File: src/rtl/operand_triple_feeder.sv
// operand_triple_feeder: packs bytes into three operands, captures the compute result and hands it downstream (FEEDER_PARITY_EN adds out_parity)
module operand_triple_feeder #(
  parameter int DATA_W = 8,
  parameter int RES_W = 2*DATA_W+1
) (
  input  logic              clk,
  input  logic              rst_n,
  input  logic              in_valid,
  input  logic [DATA_W-1:0] in_data,
  output logic              in_ready,
  output logic [DATA_W-1:0] membr_1,
  output logic [DATA_W-1:0] membr_2,
  output logic [DATA_W-1:0] membr_3,
  input  logic [RES_W-1:0]  y_all,
  output logic              out_valid,
  output logic [RES_W-1:0]  out_data,
  input  logic              out_ready,
  output logic [7:0]        out_count
`ifdef FEEDER_PARITY_EN
  ,
  output logic              out_parity
`endif
);
  typedef enum logic [2:0] {LOAD1, LOAD2, LOAD3, SETTLE, HOLD} state_t;
  state_t state, state_nxt;
  logic take;
  // state register
  always_ff @(posedge clk or negedge rst_n)
    if (!rst_n) state <= LOAD1;
    else state <= state_nxt;
  // next state: loads advance on a transfer, settle lasts one cycle, hold waits for out_ready
  always_comb begin
    state_nxt = state == SETTLE ? HOLD :
                state == HOLD   ? (out_ready ? LOAD1 : HOLD) :
                !take           ? state :
                state == LOAD1  ? LOAD2 :
                state == LOAD2  ? LOAD3 : SETTLE;
  end
  // handshake outputs decoded from state
  always_comb begin
    in_ready = state == LOAD1 || state == LOAD2 || state == LOAD3;
    out_valid = state == HOLD;
    take = in_valid && in_ready;
  end
  // operand, result and handoff-count registers
  always_ff @(posedge clk or negedge rst_n)
    if (!rst_n) begin
      membr_1 <= '0;
      membr_2 <= '0;
      membr_3 <= '0;
      out_data <= '0;
      out_count <= '0;
`ifdef FEEDER_PARITY_EN
      out_parity <= 1'b0;
`endif
    end else begin
      if (take && state == LOAD1) membr_1 <= in_data;
      if (take && state == LOAD2) membr_2 <= in_data;
      if (take && state == LOAD3) membr_3 <= in_data;
      if (state == SETTLE) out_data <= y_all;
`ifdef FEEDER_PARITY_EN
      if (state == SETTLE) out_parity <= ^y_all;
`endif
      if (state == HOLD && out_ready) out_count <= out_count + 8'd1;
    end
endmodule

File: config.mk
export PLATFORM = sky130hd
export DESIGN_NAME = operand_triple_feeder
export DESIGN_NICKNAME = d
export VERILOG_FILES = /design/src/rtl/operand_triple_feeder.sv
export SDC_FILE = /design/constraint.sdc
export NUM_CORES = 1
export LEC_CHECK = 0
export BUFFER_PORTS_ARGS = -buffer_cell sky130_fd_sc_hd__buf_2
export CORE_ASPECT_RATIO = 0.75
export CORE_MARGIN = 2
export CORE_UTILIZATION = 35
export DETAILED_ROUTE_END_ITERATION = 6
export PLACE_DENSITY = 0.59
export REMOVE_ABC_BUFFERS = 1
export SETUP_SLACK_MARGIN = 0.5
export SLEW_MARGIN = 40
export SYNTH_ARGS = -nofsm -noshare
export SYNTH_HDL_FRONTEND = slang
export SYNTH_SLANG_ARGS = --single-unit
File: constraint.sdc
create_clock -name clk -period 2 [get_ports clk]
set_input_delay 0.1 -clock clk [delete_from_list [all_inputs] [get_ports clk]]
set_output_delay 0.1 -clock clk [all_outputs]
set_load 0.05 [all_outputs]
Word level (Yosys, flattened, before mapping)
Index checks and enable logic that the tools add are counted.
{"block": "word_totals", "regBits": 52, "latchBits": 0, "mem_bits_rw": 0, "romBits": 0, "inputBits": 29, "wordCells": 26, "mem_count": 0}
{"block": "op_classes", "n_addsub": 1, "multipliers": 0, "div": 0, "n_lt_le_gt_ge": 0, "eq_ne": 4, "n_shift": 0, "n_mux": 6, "n_bitwise": 0, "reduce_logical": 9}
{"operator": "3-bit two-way mux", "n": 4}
{"operator": "8-bit by 1-bit adder with 8-bit output, second input constant", "n": 1}
{"operator": "3-bit by 2-bit equality test with 1-bit output, second input constant", "n": 2}
{"operator": "1-bit logical AND", "n": 5}
{"operator": "3-bit by 1-bit equality test with 1-bit output, second input constant", "n": 1}
{"operator": "3-bit equality test, second input constant", "n": 1}
{"operator": "3-bit logical NOT", "n": 1}
{"operator": "3-bit nonzero test", "n": 1}
{"operator": "1-bit logical OR", "n": 2}
{"operator": "2-bit two-way mux", "n": 1}
{"operator": "1-bit two-way mux", "n": 1}

Depth between registers and ports, before layout
{"block": "logic_depth", "depth_word": 7, "mapped_depth": 5, "ltp_nobuf": 4}

Worst setup path after synthesis
OpenSTA, ideal clock, no wires.
{"block": "synth_path", "path_kind": "register to output", "start": "register state[0]", "end": "output port out_valid", "arrival_ps": 1742, "required_time_ps": 1900, "slack_ps": 158, "path_stages_with_launch": 3, "n_path_buf": 1, "path_cell_list": "dfrtp_1 > buf_2 > nor3b_1"}
{"block": "synth_between", "elab_chain_len": 1}
{"element": "start: declaration", "line_no": "25", "rtl": "state_t state, state_nxt;"}
{"element": "start signal: assignment", "line_no": "30", "rtl": "else state <= state_nxt;"}
{"element": "3-bit equality test", "line_no": "42", "rtl": "out_valid = state == HOLD;"}
{"element": "end: declaration", "line_no": "15", "rtl": "output logic out_valid,"}
No other way between the ends.

Final worst setup path
{"block": "layout_path", "start": "register state[2]", "end": "register membr_2[5]"}
{"block": "layout_between", "elab_chain_len": 5, "elab_cells_between_ends": 7, "classes_between": "2 x eq/ne; 5 x reduce/logical"}
{"element": "3-bit by 1-bit equality test with 1-bit output / 3-bit logical NOT (equally long branches)", "line_no": "41, 58"}
{"element": "1-bit logical OR (2 in series)", "line_no": "41", "rtl": "in_ready = state == LOAD1 || state == LOAD2 || state == LOAD3;"}
{"element": "1-bit logical AND", "line_no": "43", "rtl": "take = in_valid && in_ready;"}
{"element": "1-bit logical AND *", "line_no": "58", "rtl": "if (take && state == LOAD2) membr_2 <= in_data;"}
{"element": "end signal: assignment", "line_no": "58"}
{"element": "end: declaration", "line_no": "12", "rtl": "output logic [DATA_W-1:0] membr_2,"}
Mark *: on every way between the ends. The rest lies on a longest branch, timed or not.
A chain may end at the register's enable or synchronous reset.

==> reports/results.tsv <==
stage	metric	value	unit
status	status	finished clean	
setup_path	crit_arrival	1660	ps
final_layout	fillCellCount	537	
setup_path	critPathBufInv	1	
floorplan	num_rows	24	
hold_path	min_path_type	in2reg	
setup_path	cp_max_fo	4	
setup_path	r2r_cells	4	
sta	hold_violations	0	
final_layout	antenna_cells	0	
route	vias	1388	
synthesis	ys_warn_count	0	
route	drt_first_pass_iters	4	
grt	antenna_found_initial	0	
setup_path	path_class	reg2reg	
setup_path	cp-start-kind	register	
job	max_cap_viol_count	0	
route	wl_per_cell	13.6	microns
final_layout	area_growth	32.0	%
final_layout	mostFrequentLayoutCells	buf_2 (79), dfrtp_1 (49), mux2_2 (41), buf_4 (11), nand2_1 (6)	
setup_path	cp_slowest_cell	dfrtp_2	
placement	dp_hpwl	2.95	mm
setup_path	path_cells	nand2b_4 -> nor3b_4 -> buf_4 -> mux2_2	
grt	grt_pass1_vias	1322	
final_layout	fin_util	0.476	
clock_tree	cts.path.max_buffers	2	
synthesis	synthCells	137	
setup_path	crit_family	simple AND/OR/NAND/NOR gates	
hold_path	worstHoldStart	y_all[8]	
sta	slew_viol_final	0	
setup_path	r2r_start	state[2]$_DFFE_PN0P_	
synthesis	synth.top_cells.by_area	dfrtp_1 (62%), mux2_2 (22%), nor3b_4 (1.8%), xor2_1 (1.7%), xnor2_1 (1.3%)	
setup_path	reg2reg_slack	530	ps
synthesis	ys_ff_latch	52	
clock_tree	cts_tree	done	
placement	port_buffers	79	
placement	gp_congestion	0.790	
grt	track_usage	0.133	
final_layout	multi_input_comb_area	773	sq um
setup_path	slowest_delay	410	ps
synthesis	synth_top_area_cell	dfrtp_1	
floorplan	core_area	5800	sq um
synthesis	syn_area	2090	sq um
sta	slew_headroom	0.775	
final_layout	drive_gt1_frac	0.649	
route	viasPerCell	4.49	
clock_tree	h-tree-depth	2	
floorplan	die_w	93.2	microns
final_layout	nets	261	
clock_tree	clock_latency	300	ps
clock_tree	cts_made_buffers	5	
final_layout	final_common_cell	buf_2	
synthesis	avgSynthCellArea	15.2	sq um
route	drt_iter0_drc	36	
hold_path	holdPathStages	2	
clock_tree	root_buffer	clkbuf_8	
sta	fmax	678	MHz
sta	fin_crit_sh	0.737	
clock_tree	cts.sinks	52	
sta	rsz0062_at_grt	true	
sta	finalWorstPathRequiredPeriod	1470	ps
grt	grt_remaining_overflow	0	
route	drc	0	
synthesis	ys_types	25	
route	antenna_left	0	
sta	setup_viol_count_final	0	
floorplan	die_area	6610	sq um
route	drt_wl_total	4.20	mm
final_layout	seqCellArea	1310	sq um
floorplan	die_h	70.9	microns
grt	grt_max_degree	27	
synthesis	yosysSeqAreaShare	0.623	
setup_path	r2r_end	membr_2[5]$_DFFE_PN0P_	
grt	grt_pass1_wl	6.80	mm
floorplan	ios	80	
clock_tree	clk_pin_slew_worst_paths	100	ps
setup_path	worstPathRequired	2190	ps
sta	worst_pin_slew	338	ps
sta	fin_tns_setup	0	ps
sta	clock_skew	11.4	ps
setup_path	critPathCaptureType	register	
hold_path	hold_end	out_data[8]$_DFFE_PN0N_	
floorplan	start_util	0.360	
synthesis	yosys.area.top_type_share	0.623	
[per-layer routing]
layer,global-route usage,vias to the layer above,wire [microns]
li1,-,670,-
met1,0.204,661,2160
met2,0.184,52,1720
met3,0.0405,5,289
met4,0.0343,0,31
met5,0,-,0
[registers in the layout (all words and copies together) (netlist names)]
name,flops
state,3
out_data,17
membr_2,8
membr_3,8
membr_1,8
out_count,8
[repair_timing]
action / in CTS / in global routing
pin swaps: 1 / 1
resized for setup: 5 / 1
hold buffers: 1 / 0
setup buffers: 5 / 1
cloned: 1 / 0
setup endpoints to repair: 26 / 31
endpoints found under the hold margin: 52 / 0
[kinds of logic after synthesis]
group / Yosys count / synth area share
xor gates and xnor gates: 7 / 0.0294
muxes: 41 / 0.221
adders and majority gates: 1 / 0.00599
buffers and inverters: 5 / 0.0144
DFF: 52 / 0.623
AOI/OAI and AO/OA: 5 / 0.0138
and+or+nand+nor: 26 / 0.0923
[metrics by stage]
| step | cells | hold WS [ps] | cell area, sq um | setup slack, ps |
|---|---|---|---|---|
| 2_1_floorplan | 132 | -196 | 2060 | 189 |
| 3_3_place_gp | 294 | 127 | 2590 | 398 |
| 3_5_place_dp | 294 | 126 | 2590 | 358 |
| 4_1_cts | 308 | 16.1 | 2750 | 495 |
| 5_1_grt | 309 | 16.9 | 2760 | 485 |
| 6_report | 309 | 30.3 | 2760 | 526 |
[synth_stat cells (all sizes together)]
cell	number
clkbuf	1
buf	4
a21oi	2
nor4	1
nand3b	1
nand3	2
nor3	3
mux2	41
nand2b	3
nand4bb	1
nor2	4
and4bb	1
o21ai	2
nand2	6
dfrtp	52
ha	1
xnor2	3
xor2	4
a21o	1
nor3b	3
nand4	1
[worst max-delay path by stage]
stage / endpoint / slack (ps) / startpoint / cells after the start
floorplan: out_valid / 190 / state[0]$_DFFE_PN0P_ / 1
global placement: membr_3[6]$_DFFE_PN0P_ / 400 / state[1]$_DFFE_PN0P_ / 2
detailed placement: membr_3[4]$_DFFE_PN0P_ / 360 / state[1]$_DFFE_PN0P_ / 2
CTS: membr_3[6]$_DFFE_PN0P_ / 500 / state[1]$_DFFE_PN0P_ / 3
global route: membr_2[0]$_DFFE_PN0P_ / 490 / state[2]$_DFFE_PN0P_ / 4
finish: membr_2[5]$_DFFE_PN0P_ / 530 / state[2]$_DFFE_PN0P_ / 4
[area by class of cell]
class / instances / area share
sequential: 52 / 0.473
tap: 78 / 0.0354
timing repair buffer: 92 / 0.181
clock buffer: 5 / 0.0250
clock inverter: 2 / 0.00454
multi-input combinational: 80 / 0.281
Power is not shown: default switching activity piles up to over one toggle a cycle in this logic, so the estimate is an artifact.
